### src/rtl/mips_pkg.sv
// Shared types and constants for the instruction-fetch slice.
package mips_pkg;

    localparam int XLEN = 32;
    localparam logic [XLEN-1:0] PC_STEP = 32'd4;
    localparam logic [XLEN-1:0] RESET_VECTOR = 32'h0000_0000;

    typedef enum logic {
        FETCH = 1'b0,
        DRAIN = 1'b1
    } fetch_state_e;

    typedef struct packed {
        logic [XLEN-1:0] instr;
        logic [XLEN-1:0] pc;
        logic [XLEN-1:0] pc_plus4;
    } fetch_entry_t;

    localparam int ENTRY_W = $bits(fetch_entry_t);

endpackage

### src/rtl/if_fetch_unit_if.sv
// Fetch-unit boundary: imem request/response, redirect input and decode handoff.
// Both handshakes transfer on a rising edge where valid && ready; valid and its payload
// are held until that edge. The imem response has no ready and must always be taken.
interface if_fetch_unit_if;
    import mips_pkg::*;

    logic            imem_req_valid;
    logic            imem_req_ready;
    logic [XLEN-1:0] imem_req_addr;
    logic            imem_rsp_valid;
    logic [XLEN-1:0] imem_rsp_data;
    logic            redirect_valid;
    logic [XLEN-1:0] redirect_pc;
    logic            id_valid;
    logic            id_ready;
    logic [XLEN-1:0] id_instr;
    logic [XLEN-1:0] id_pc;
    logic [XLEN-1:0] id_pc_plus4;

    modport master (
        output imem_req_valid, imem_req_addr,
        input  imem_req_ready, imem_rsp_valid, imem_rsp_data,
        input  redirect_valid, redirect_pc,
        output id_valid, id_instr, id_pc, id_pc_plus4,
        input  id_ready
    );

    modport slave (
        input  imem_req_valid, imem_req_addr,
        output imem_req_ready, imem_rsp_valid, imem_rsp_data,
        output redirect_valid, redirect_pc,
        input  id_valid, id_instr, id_pc, id_pc_plus4,
        output id_ready
    );

endinterface

### src/rtl/fetch_fifo.sv
// Synchronous FIFO with flush and occupancy count; push while full is allowed when a pop
// happens in the same cycle.
module fetch_fifo #(
    parameter int WIDTH = 32,
    parameter int DEPTH = 2,
    localparam int CW = $clog2(DEPTH + 1)
) (
    input  logic             clk,
    input  logic             rst_n,
    input  logic             flush,
    input  logic             push,
    input  logic [WIDTH-1:0] wdata,
    input  logic             pop,
    output logic [WIDTH-1:0] rdata,
    output logic [CW-1:0]    count,
    output logic             full,
    output logic             empty
);

    localparam int PW = (DEPTH > 1) ? $clog2(DEPTH) : 1;

    logic [WIDTH-1:0] mem [DEPTH];
    logic [PW-1:0]    wr_ptr;
    logic [PW-1:0]    rd_ptr;
    logic             do_push;
    logic             do_pop;

    function automatic logic [PW-1:0] ptr_next(input logic [PW-1:0] p);
        return (p == PW'(DEPTH - 1)) ? '0 : p + 1'b1;
    endfunction

    assign full    = (count == CW'(DEPTH));
    assign empty   = (count == '0);
    assign do_pop  = pop && !empty;
    assign do_push = push && (!full || do_pop);
    assign rdata   = mem[rd_ptr];

    always_ff @(posedge clk or negedge rst_n) begin
        if (!rst_n) begin
            wr_ptr <= '0;
            rd_ptr <= '0;
            count  <= '0;
        end else if (flush) begin
            wr_ptr <= '0;
            rd_ptr <= '0;
            count  <= '0;
        end else begin
            if (do_push) wr_ptr <= ptr_next(wr_ptr);
            if (do_pop)  rd_ptr <= ptr_next(rd_ptr);
            unique case ({do_push, do_pop})
                2'b10:   count <= count + 1'b1;
                2'b01:   count <= count - 1'b1;
                default: count <= count;
            endcase
        end
    end

    always_ff @(posedge clk) begin
        if (do_push && !flush) mem[wr_ptr] <= wdata;
    end

endmodule

### src/rtl/if_fetch_unit.sv
// Owns the PC, issues in-order imem fetches under a credit limit, buffers responses and
// hands {instr, pc, pc+4} to decode; redirects flush the buffer and drain stale responses.
module if_fetch_unit
    import mips_pkg::*;
#(
    parameter logic [XLEN-1:0] RESET_PC = RESET_VECTOR,
    parameter int              DEPTH    = 2
) (
    input  logic                  clk,
    input  logic                  rst_n,
    if_fetch_unit_if.master       bus,
    output fetch_state_e          fsm_state
);

    localparam int CW = $clog2(DEPTH + 1);

    fetch_state_e    state;
    logic [XLEN-1:0] pc;
    logic [XLEN-1:0] redirect_target;
    logic            accept;
    logic            rsp_pop;
    logic            credit;
    logic [CW:0]     occupancy;
    logic [CW:0]     inflight_after;

    logic [XLEN-1:0] rsp_addr;
    logic [CW-1:0]   inflight;
    logic            addr_full;
    logic            addr_empty;

    fetch_entry_t    push_entry;
    fetch_entry_t    head;
    logic [CW-1:0]   entry_count;
    logic            entry_full;
    logic            entry_empty;
    logic            entry_push;

    assign redirect_target = bus.redirect_pc & ~(XLEN'(3));
    assign occupancy       = {1'b0, entry_count} + {1'b0, inflight};
    assign credit          = !addr_full && !entry_full && (occupancy < (CW+1)'(DEPTH));

    // rst_n gates the request so nothing is offered while the bus is held in reset.
    assign bus.imem_req_valid = rst_n && (state == FETCH) && !bus.redirect_valid && credit;
    assign bus.imem_req_addr  = pc;
    assign accept             = bus.imem_req_valid && bus.imem_req_ready;

    assign rsp_pop        = bus.imem_rsp_valid && !addr_empty;
    assign entry_push     = rsp_pop && (state == FETCH) && !bus.redirect_valid;
    assign inflight_after = {1'b0, inflight} + {{CW{1'b0}}, accept} - {{CW{1'b0}}, rsp_pop};

    assign push_entry = '{instr: bus.imem_rsp_data, pc: rsp_addr, pc_plus4: rsp_addr + PC_STEP};

    fetch_fifo #(.WIDTH(XLEN), .DEPTH(DEPTH)) u_addr_q (
        .clk   (clk),
        .rst_n (rst_n),
        .flush (1'b0),
        .push  (accept),
        .wdata (pc),
        .pop   (rsp_pop),
        .rdata (rsp_addr),
        .count (inflight),
        .full  (addr_full),
        .empty (addr_empty)
    );

    fetch_fifo #(.WIDTH(ENTRY_W), .DEPTH(DEPTH)) u_entry_q (
        .clk   (clk),
        .rst_n (rst_n),
        .flush (bus.redirect_valid),
        .push  (entry_push),
        .wdata (push_entry),
        .pop   (bus.id_valid && bus.id_ready),
        .rdata (head),
        .count (entry_count),
        .full  (entry_full),
        .empty (entry_empty)
    );

    // Empty buffer presents the reset-time values rather than stale storage.
    assign bus.id_valid    = !entry_empty;
    assign bus.id_instr    = entry_empty ? '0 : head.instr;
    assign bus.id_pc       = entry_empty ? '0 : head.pc;
    assign bus.id_pc_plus4 = entry_empty ? PC_STEP : head.pc_plus4;
    assign fsm_state       = state;

    always_ff @(posedge clk or negedge rst_n) begin
        if (!rst_n) begin
            pc    <= RESET_PC;
            state <= FETCH;
        end else begin
            if (bus.redirect_valid) pc <= redirect_target;
            else if (accept)        pc <= pc + PC_STEP;
            unique case (state)
                FETCH: if (bus.redirect_valid && inflight_after != '0) state <= DRAIN;
                DRAIN: if (inflight_after == '0) state <= FETCH;
                default: state <= FETCH;
            endcase
        end
    end

    rsp_needs_inflight: assert property (@(posedge clk) disable iff (!rst_n)
        bus.imem_rsp_valid |-> !addr_empty);

endmodule

### src/flat_wrapper.sv
// flat-port wrapper written by rule: the top's interface ports become plain ports
module if_fetch_unit_flat import mips_pkg::*;
#(
    parameter logic [XLEN-1:0] RESET_PC = RESET_VECTOR,
    parameter int              DEPTH    = 2
)
  (clk, rst_n, fsm_state, bus_imem_req_valid, bus_imem_req_addr, bus_imem_req_ready, bus_imem_rsp_valid, bus_imem_rsp_data, bus_redirect_valid, bus_redirect_pc, bus_id_valid, bus_id_instr, bus_id_pc, bus_id_pc_plus4, bus_id_ready);
  if_fetch_unit_if bus_i ();
  input  logic clk;
  input  logic rst_n;
  output fetch_state_e fsm_state;
  output wire logic [$bits(bus_i.imem_req_valid)-1:0] bus_imem_req_valid;
  output wire logic [$bits(bus_i.imem_req_addr)-1:0] bus_imem_req_addr;
  input wire logic [$bits(bus_i.imem_req_ready)-1:0] bus_imem_req_ready;
  input wire logic [$bits(bus_i.imem_rsp_valid)-1:0] bus_imem_rsp_valid;
  input wire logic [$bits(bus_i.imem_rsp_data)-1:0] bus_imem_rsp_data;
  input wire logic [$bits(bus_i.redirect_valid)-1:0] bus_redirect_valid;
  input wire logic [$bits(bus_i.redirect_pc)-1:0] bus_redirect_pc;
  output wire logic [$bits(bus_i.id_valid)-1:0] bus_id_valid;
  output wire logic [$bits(bus_i.id_instr)-1:0] bus_id_instr;
  output wire logic [$bits(bus_i.id_pc)-1:0] bus_id_pc;
  output wire logic [$bits(bus_i.id_pc_plus4)-1:0] bus_id_pc_plus4;
  input wire logic [$bits(bus_i.id_ready)-1:0] bus_id_ready;
  assign bus_imem_req_valid = bus_i.imem_req_valid;
  assign bus_imem_req_addr = bus_i.imem_req_addr;
  assign bus_i.imem_req_ready = bus_imem_req_ready;
  assign bus_i.imem_rsp_valid = bus_imem_rsp_valid;
  assign bus_i.imem_rsp_data = bus_imem_rsp_data;
  assign bus_i.redirect_valid = bus_redirect_valid;
  assign bus_i.redirect_pc = bus_redirect_pc;
  assign bus_id_valid = bus_i.id_valid;
  assign bus_id_instr = bus_i.id_instr;
  assign bus_id_pc = bus_i.id_pc;
  assign bus_id_pc_plus4 = bus_i.id_pc_plus4;
  assign bus_i.id_ready = bus_id_ready;
  if_fetch_unit #(.RESET_PC(RESET_PC), .DEPTH(DEPTH)) u_core (.clk(clk), .rst_n(rst_n), .bus(bus_i), .fsm_state(fsm_state));
endmodule
### config.mk
export PLATFORM = sky130hd
export DESIGN_NAME = if_fetch_unit_flat
export DESIGN_NICKNAME = d
export VERILOG_FILES = /design/src/rtl/mips_pkg.sv /design/src/rtl/if_fetch_unit_if.sv /design/src/rtl/fetch_fifo.sv /design/src/rtl/if_fetch_unit.sv /design/src/flat_wrapper.sv
export SDC_FILE = /design/constraint.sdc
export NUM_CORES = 1
export LEC_CHECK = 0
export CAP_MARGIN = 20
export CELL_PAD_IN_SITES_DETAIL_PLACEMENT = 2
export CELL_PAD_IN_SITES_GLOBAL_PLACEMENT = 2
export CORE_ASPECT_RATIO = 2
export CORE_MARGIN = 3
export CORE_UTILIZATION = 25
export CTS_CLUSTER_DIAMETER = 120
export DETAILED_ROUTE_END_ITERATION = 10
export PLACE_DENSITY_LB_ADDON = 0.12
export SLEW_MARGIN = 20
export SYNTH_ARGS = -nofsm -noshare
export SYNTH_HDL_FRONTEND = slang
export SYNTH_SLANG_ARGS = --single-unit
### constraint.sdc
create_clock -name clk -period 12.86 [get_ports clk]
set_input_delay 2.572 -clock clk [delete_from_list [all_inputs] [get_ports clk]]
set_output_delay 2.572 -clock clk [all_outputs]
set_load 0.01 [all_outputs]
Word level (Yosys, flattened, before mapping)
Memories as Yosys holds them, arrays and structs flattened.
Index checks and enable logic that the tools add are counted.
Operators by class
  $add $sub $neg: 13
  multiply operators: 0
  divide/modulo/power cells: 0
  magnitude comparators: 1
  eq/ne operators: 6
  shift-type cells: 0
  muxes and demuxes: 23
  bitwise logic cells: 1
  reduce and logical (&&, ||, !) cells: 32
Operators with widths (number)
  $mux 32: 5
  $add 32x3->32 const B: 2
  $logic_and 1x1->1: 16
  $mux 1: 14
  $eq 2x2->1 const B: 4
  $pmux 2 s2: 2
  $reduce_bool 2->1: 4
  $reduce_bool 3->1: 2
  $logic_not 1->1: 5
  $add 1x1->1 const B: 4
  $add 2x1->2 const B: 2
  $eq 2x1->1 const B: 2
  $logic_not 2->1: 2
  $sub 2x1->2 const B: 2
  $add 2x1->3: 1
  $add 2x2->3: 1
  $logic_not 3->1: 1
  $lt 3x2->1 const B: 1
  $sub 3x1->3: 1
  $logic_or 1x1->1: 2
  $mux 2: 1
  $pmux 1 s2: 1
  $not 1->1: 1
Word-level totals
  flip-flop bits (word level): 41
  bits in latches: 0
  bits in writable memories: 256
  memory bits (read-only): 0
  output and inout bits: 131
  word-level logic and storage cells: 86
  memories: 2
Memories
  u_core.u_entry_q.mem: depth 2, width 96, rd ports 1, clocked after memory_dff 0, wr ports 1, RTL line fetch_fifo.sv:22  | logic [WIDTH-1:0] mem [DEPTH];
  u_core.u_addr_q.mem: depth 2, width 32, rd ports 1, clocked after memory_dff 0, wr ports 1, RTL line fetch_fifo.sv:22

Logic depth before layout (Yosys ltp)
Gate-level depths: netlist of the first run.
  word-level depth: 12
  depth in mapped cells: 13
  depth with buffers taken out: 12

By module
A second synthesis of the first run with hierarchy kept.
Second synthesis, totals
  cells, all modules: 869
  area total of the unflattened synthesis: 13012.5 µm²
By module, submodules not included
  fetch_fifo at u_core.u_entry_q: instances 1, cells each 324, area each 7293.2 µm², seq. area each 5865.6 µm²
  if_fetch_unit: instances 1, cells each 420, area each 3159.3 µm², seq. area each 775.7 µm²
  fetch_fifo at u_core.u_addr_q: instances 1, cells each 125, area each 2560.0 µm², seq. area each 2021.9 µm²

Worst setup path after synthesis of the first run
OpenSTA, ideal clock, no wires.
  kind: input-to-reg
  start: input bus_imem_rsp_valid
  end: register u_core.u_entry_q.wr_ptr
  arrival time: 12.352 ns
  required time: 12.728 ns
  slack: 0.377 ns
  stages on the path: 3
  cells stage by stage: o21ai_0 -> nor4_1 -> o21bai_1
Between the ends
  cells in the longest elaborated chain, start to end: 5
RTL lines
  from (decl): RTL line flat_wrapper.sv:15  | input wire logic [$bits(bus_i.imem_rsp_valid)-1:0] bus_imem_rsp_valid;
  $logic_and 1x1->1: RTL line if_fetch_unit.sv:47  | assign rsp_pop = bus.imem_rsp_valid && !addr_empty;
  $logic_and 1x1->1 (2 in a row): RTL line if_fetch_unit.sv:48  | assign entry_push = rsp_pop && (state == FETCH) && !bus.redirect_valid;
  $logic_and 1x1->1: RTL line fetch_fifo.sv:35  | assign do_push = push && (!full || do_pop);
  $reduce_bool 2->1 (no line)
  to (signal assigned): RTL line fetch_fifo.sv:48  | if (do_push) wr_ptr <= ptr_next(wr_ptr);
  to (decl): RTL line fetch_fifo.sv:23  | logic [PW-1:0] wr_ptr;
Every way passes these cells.
A chain may end at the register's enable or synchronous reset.

Worst setup path in the final report of the first run
  start: input bus_redirect_valid
  end: output bus_imem_req_valid
Between the ends
  cells in the longest elaborated chain, start to end: 3
RTL lines
  from (decl): RTL line flat_wrapper.sv:17  | input wire logic [$bits(bus_i.redirect_valid)-1:0] bus_redirect_valid;
  $logic_not 1->1: RTL line if_fetch_unit.sv:43  | assign bus.imem_req_valid = rst_n && (state == FETCH) && !bus.redirect_valid && credit;
  $logic_and 1x1->1 (2 in a row): RTL line if_fetch_unit.sv:43
  to (decl): RTL line flat_wrapper.sv:12  | output wire logic [$bits(bus_i.imem_req_valid)-1:0] bus_imem_req_valid;
Every way passes these cells.

==> out/results.ini, run 1 <==
[route]
vias_per_cell = 4.51
post_drt_wl_per_cell_um = 20.1
dr.pass1.iters = 4
drt-total-wl_um = 34700
drcViolationCount = 0
ant_nets = 0
via_count = 7797
drtIter0Drc = 222

[timing]
rsz0062_at_grt = false
skew_ns = 0.00922
worst_pin_slew_ns = 0.907
setup_viol = 0
period_minus_slack_ns = 7.26
holdWs_ns = 0.531
fmax_ghz = 0.138
fin_crit_sh = 0.565
final-hold-violation-count = 0
finalSetupTns_ns = 0
drv_slew = 0
maxSlewHeadroom = 0.395

[cells_and_area]
layout.nets = 1152
multiInputGateArea_sq_mm = 0.00362
regArea_sq_mm = 0.00831
drive_gt1_frac = 0.0839
mostFrequentLayoutCell = edfxtp_1
fill_cells = 5077
layout_common_cells = 244 x edfxtp_1, 191 x clkdlybuf4s50_1, 108 x nor2_1
syn2layout_area_growth_pct = 29.0
diodes = 0

[critical_path]
crit_fanout = 42
crit_required_ns = 10.29
crit_arrival_ns = 4.69
crit_type = in -> out
r2r_slack_ns = 8.85
endpoint_kind = primary output
cp-start-kind = input port

[cts]
clk_latency_ns = 0.55
clock-sinks = 283
htreeDepth = 1
cts-root-buf = clkbuf_16
clock_path_buffers = 3
postCtsHoldBufs = 0
cts_made_buffers = 28
post_cts_buffers = 0
postCtsResizedCells = 0
clk_pin_slew_ns = 0.06
cts_tree = yes

[synth]
yosysUniqueCellTypes = 58
yosys_most_used_dff = edfxtp_1
netlist_area_sq_mm = 0.0122
synthCells = 878
ys_ff_latch = 283
synthArstFlopShare = 0.138
ys_seq_area_frac = 0.681
synth_edf_count = 244
avgSynthCellArea_sq_um = 13.9
yosys_warnings = 0

[power_and_ir_drop]
seqPwrFrac = 0.494
sw_frac_of_total = 0.261
power_frac_comb = 0.162
p_leak_nw = 5.08
power_frac_clock = 0.343
switchingPower_w = 0.000600
internal_power_w = 0.00170
ir_worst_vdd_mv = 0.0984
p_per_area_mw_per_mm2 = 146

[floorplan]
core_area_sq_mm = 0.0478
io-pin-count = 201
die_h_um = 318
die_x_um = 162
initial_core_util = 0.255
die-area_sq_mm = 0.0516
rows = 113

[placement]
dp.final_hpwl_um = 24200
gp_congestion = 0.725
io_buffers = 192

[global_route]
grt_pass1_wl_um = 53400
grt_max_degree = 67
overflow = 0
grt_pass1_vias = 8965
antenna_found_initial = 0
grtUsageTotal = 0.133

[hold_path]
hold_path_class = reg -> reg

[run_status]
outcome = completed

[flow_run]
max_cap_viol_count = 0

## cell type report
| type | instances | share of cell area |
|---|---|---|
| flip-flops and latches | 283 | 0.529 |
| repair buffers | 206 | 0.129 |
| clock buffers | 40 | 0.0501 |
| inverters | 26 | 0.00621 |
| well taps | 632 | 0.0503 |
| clock inverters | 12 | 0.00589 |
| multi-input cells | 530 | 0.230 |
## routing by layer
| layer | share of wire | vias up | track usage |
|---|---|---|---|
| met5 | 0 | - | 0 |
| met4 | 0.017 | 0 | 0.0361 |
| met3 | 0.046 | 31 | 0.0232 |
| met2 | 0.54 | 196 | 0.258 |
| met1 | 0.39 | 3943 | 0.147 |
| li1 | - | 3627 | - |
## synth_stat cells (all sizes together) (3+ instances only)
library cell | instances | area share
xor2 | 13 | 0.0093
o21ai | 19 | 0.0078
a22oi | 6 | 0.0037
nand3 | 33 | 0.014
and3 | 6 | 0.0031
nand2b | 3 | 0.0015
inv | 26 | 0.0080
a21o | 6 | 0.0037
and2 | 4 | 0.0023
mux2 | 20 | 0.018
ha | 5 | 0.0051
clkbuf | 15 | 0.0046
nand4 | 18 | 0.0092
dfrtp | 39 | 0.080
nor3 | 11 | 0.0045
o21bai | 3 | 0.0018
buf | 29 | 0.012
nor2 | 110 | 0.034
o211ai | 9 | 0.0055
xnor2 | 28 | 0.020
edfxtp | 244 | 0.60
nor2b | 3 | 0.0015
nand4b | 5 | 0.0036
a21oi | 15 | 0.0062
a221o | 7 | 0.0058
mux2i | 102 | 0.084
or3 | 7 | 0.0036
nor4 | 8 | 0.0069
nand2 | 54 | 0.017
o31a | 3 | 0.0022
## final timing paths
kind / from / end / cells past startpoint
min in group asynchronous: rst_n / u_core.bus.imem_req_addr[23] / 2
max in group asynchronous: rst_n / u_core.u_entry_q.rd_ptr / 2
worst min register to register: u_core.u_addr_q.wr_ptr / u_core.u_addr_q.wr_ptr / 1
worst max-delay path: bus_redirect_valid / bus_imem_req_valid / 6
worst min-delay path: u_core.u_addr_q.wr_ptr / u_core.u_addr_q.wr_ptr / 1
worst max register to register: u_core.u_entry_q.count[0] / u_core.fsm_state / 13
## power groups by stage
stage	combinational, W	clock [W]	sequential (W)
2_1_floorplan	0.000236	0	0.00114
3_3_place_gp	0.000372	0	0.00116
3_5_place_dp	0.000384	0	0.00116
4_1_cts	0.000387	0.000829	0.00114
5_1_grt	0.000416	0.000856	0.00115
6_report	0.000374	0.000790	0.00114
## worst max-delay path: stages
cell,delay [ns]
clkdlybuf4s50_1,0.39
buf_4,0.27
or2_1,0.36
nor4_4,0.27
buf_4,0.23
clkdlybuf4s50_1,0.56
## sequential cells by signal, indices dropped and copies added, names as in the netlist
signal                    flops
u_core.bus.imem_req_addr     30
u_core.u_entry_q.rd_ptr       1
u_core.fsm_state              1
u_core.u_addr_q.mem          60
u_core.u_addr_q.rd_ptr        1
u_core.u_addr_q.wr_ptr        1
u_core.u_entry_q.wr_ptr       1
u_core.u_entry_q.count        2
u_core.u_addr_q.count         2
u_core.u_entry_q.mem        184
## cell families after synthesis
kind of cell,after synthesis,share of synthesized area
muxes,122,0.102
other,1,0.000308
and+or+nand+nor,274,0.108
AOI/OAI and AO/OA,80,0.0452
xor gates and xnor gates,41,0.0295
DFF,283,0.681
adders and majority gates,7,0.00842
buffers and inverters,70,0.0246
## through the flow
stage	instances	setup slack (ns)	power (W)	area [sq um]	util
finish	1729	5.60	0.00230	15700	0.329
global placement	1677	5.57	0.00153	14800	0.310
CTS	1729	5.56	0.00235	15700	0.329
detailed placement	1677	5.57	0.00154	14800	0.310
global route	1729	5.46	0.00242	15700	0.329
floorplan	883	0.377	0.00138	12200	-
No activity file was read; power rests on OpenSTA's default activity.
==> inputs of run 2 (changes only) <==
==> constraint.sdc (replaced) <==
create_clock -name clk -period 7.12 [get_ports clk]
set_input_delay 1.424 -clock clk [delete_from_list [all_inputs] [get_ports clk]]
set_output_delay 1.424 -clock clk [all_outputs]
set_load 0.01 [all_outputs]
==> out/results.ini, run 2 (same netlist as run 1, synthesis figures left out) <==
[cells_and_area]
diodes = 0  ; unchanged
largest_reg_flops = 184  ; unchanged
syn2layout_area_growth_pct = 29.1  ; about the same
layout.nets = 1156  ; +0.35%
regMostFlops = u_core.u_entry_q.mem
design_area_sq_mm = 0.0157  ; about the same
layout_common_cells = 244 x edfxtp_1, 191 x clkdlybuf4s50_1, 108 x nor2_1
mostFrequentLayoutCell = edfxtp_1
drive_gt1_frac = 0.0827  ; -0.00121
fill_cells = 5103  ; +0.51%
fin_cells = 1733  ; +0.23%

[critical_path]
crit_arrival_ns = 3.34  ; -1.35 ns
crit_required_ns = 5.70  ; -4.59 ns
crit_type = in -> out
cp-start-kind = input port
crit_fanout = 10  ; -76%
endpoint_kind = primary output

[power_and_ir_drop]
p_per_area_mw_per_mm2 = 263  ; +80%
p_leak_nw = 5.09  ; +0.21%
ir_worst_vdd_mv = 0.137  ; +39%

[floorplan]
die-area_sq_mm = 0.0516  ; unchanged
initial_core_util = 0.255  ; unchanged
rows = 113  ; unchanged
die_x_um = 162  ; unchanged
io-pin-count = 201  ; unchanged
die_h_um = 318  ; unchanged
core_area_sq_mm = 0.0478  ; unchanged

[timing]
fin_crit_sh = 0.668
setup_viol = 0  ; unchanged
rsz0062_at_grt = false
maxSlewHeadroom = 0.407  ; +0.0120
skew_ns = 0.0168  ; +0.00757 ns
final-hold-violation-count = 0  ; unchanged
period_minus_slack_ns = 4.76
fmax_ghz = 0.210
worst_pin_slew_ns = 0.889  ; -0.0180 ns
drv_slew = 0  ; unchanged
finalSetupTns_ns = 0  ; unchanged

[placement]
io_buffers = 192  ; unchanged
dp.cells = 1681  ; +0.24%
gp_congestion = 0.723  ; -0.34%
post_dp_cell_area_sq_mm = 0.0149  ; +0.26%
dp.final_hpwl_um = 24600  ; +1.7%

[route]
post_drt_wl_per_cell_um = 20.0  ; -0.35%
ant_nets = 0  ; unchanged
drcViolationCount = 0  ; unchanged
via_count = 7802  ; +0.064%
drtIter0Drc = 272  ; +23%
drt-total-wl_um = 34600  ; -0.12%
dr.pass1.iters = 5  ; +1
vias_per_cell = 4.50  ; -0.17%

[cts]
clk_pin_slew_ns = 0.07  ; about the same
htreeDepth = 1  ; unchanged
postCtsResizedCells = 0  ; unchanged
clk_latency_ns = 0.55  ; about the same
cts_tree = yes
cts-root-buf = clkbuf_16
clock-sinks = 283  ; unchanged
clock_path_buffers = 3  ; unchanged
cts_made_buffers = 28  ; unchanged
postCtsHoldBufs = 0  ; unchanged
post_cts_buffers = 0  ; unchanged

[global_route]
antenna_found_initial = 0  ; unchanged
grt_pass1_wl_um = 53300  ; -0.17%
grt_max_degree = 59  ; -12%
overflow = 0  ; unchanged
grtUsageTotal = 0.133  ; -0.000405
grt_pass1_vias = 8615  ; -3.9%

[run_status]
outcome = completed

[flow_run]
max_cap_viol_count = 0  ; unchanged

[hold_path]
hold_path_class = reg -> reg

run 2: cell count changes in the layout (fill, tap and decap cells not counted):
cell / change
clkinv_1: +7
buf_4: +4
clkbuf_1: -2
clkbuf_8: -2
clkinv_2: -2
clkinvlp_4: -2
inv_6: +1
nor4_2: -1
nor4_4: +1
run 2: critical path: stages:
cell	delay (ns)
clkdlybuf4s50_1	0.48
or2_1	0.36
nor4_4	0.28
buf_4	0.23
clkdlybuf4s50_1	0.56
run 2: path summary, 6_finish.rpt:
check	startpoint	end	slack [ns]	cells after the start
max	bus_redirect_valid	bus_imem_req_valid	2.36	5
min	u_core.u_addr_q.wr_ptr	u_core.u_addr_q.wr_ptr	0.51	1
max reg2reg	u_core.u_entry_q.count[0]	u_core.fsm_state	3.09	13
min reg2reg	u_core.u_addr_q.wr_ptr	u_core.u_addr_q.wr_ptr	0.51	1
max in group asynchronous	rst_n	u_core.u_entry_q.rd_ptr	5.53	2
min in group asynchronous	rst_n	u_core.bus.imem_req_addr[23]	1.08	2
run 2: per-layer routing:
layer  part of all wire  global-route usage
met3              0.051              0.0254
met1               0.39               0.151
met2               0.54               0.252
met5                  0                   0
met4              0.018              0.0338
run 2: stage by stage:
step / setup slack (ns) / power, W / hold WS (ns) / utilization
after global routing: 2.27 / 0.00436 / 0.560 / 0.329
after detailed placement: 2.08 / 0.00279 / 0.502 / 0.311
after floorplan: 1.94 / 0.00248 / 0.461 / -
final: 2.36 / 0.00414 / 0.512 / 0.329
after CTS: 2.32 / 0.00424 / 0.512 / 0.329
after global placement: 2.08 / 0.00277 / 0.494 / 0.311
run 2: layout make-up:
cell class / instances / area [sq um] / share of cell area
flip-flops and latches: 283 / 8310 / 0.528
repair buffers: 210 / 2050 / 0.130
clock buffers: 36 / 752 / 0.0478
clock inverters: 16 / 103 / 0.00652
well taps: 632 / 791 / 0.0503
inverters: 26 / 97.6 / 0.00620
multi-input cells: 530 / 3630 / 0.231
run 2: power by group:
part | switching [W] | internal [W] | leakage (nW) | total (W)
logic | 0.000375 | 0.000310 | 1.99 | 0.000685
clock network | 0.000622 | 0.000780 | 0.421 | 0.00140
registers | 0.0000905 | 0.00196 | 2.68 | 0.00205
total | 0.00109 | 0.00305 | 5.09 | 0.00414
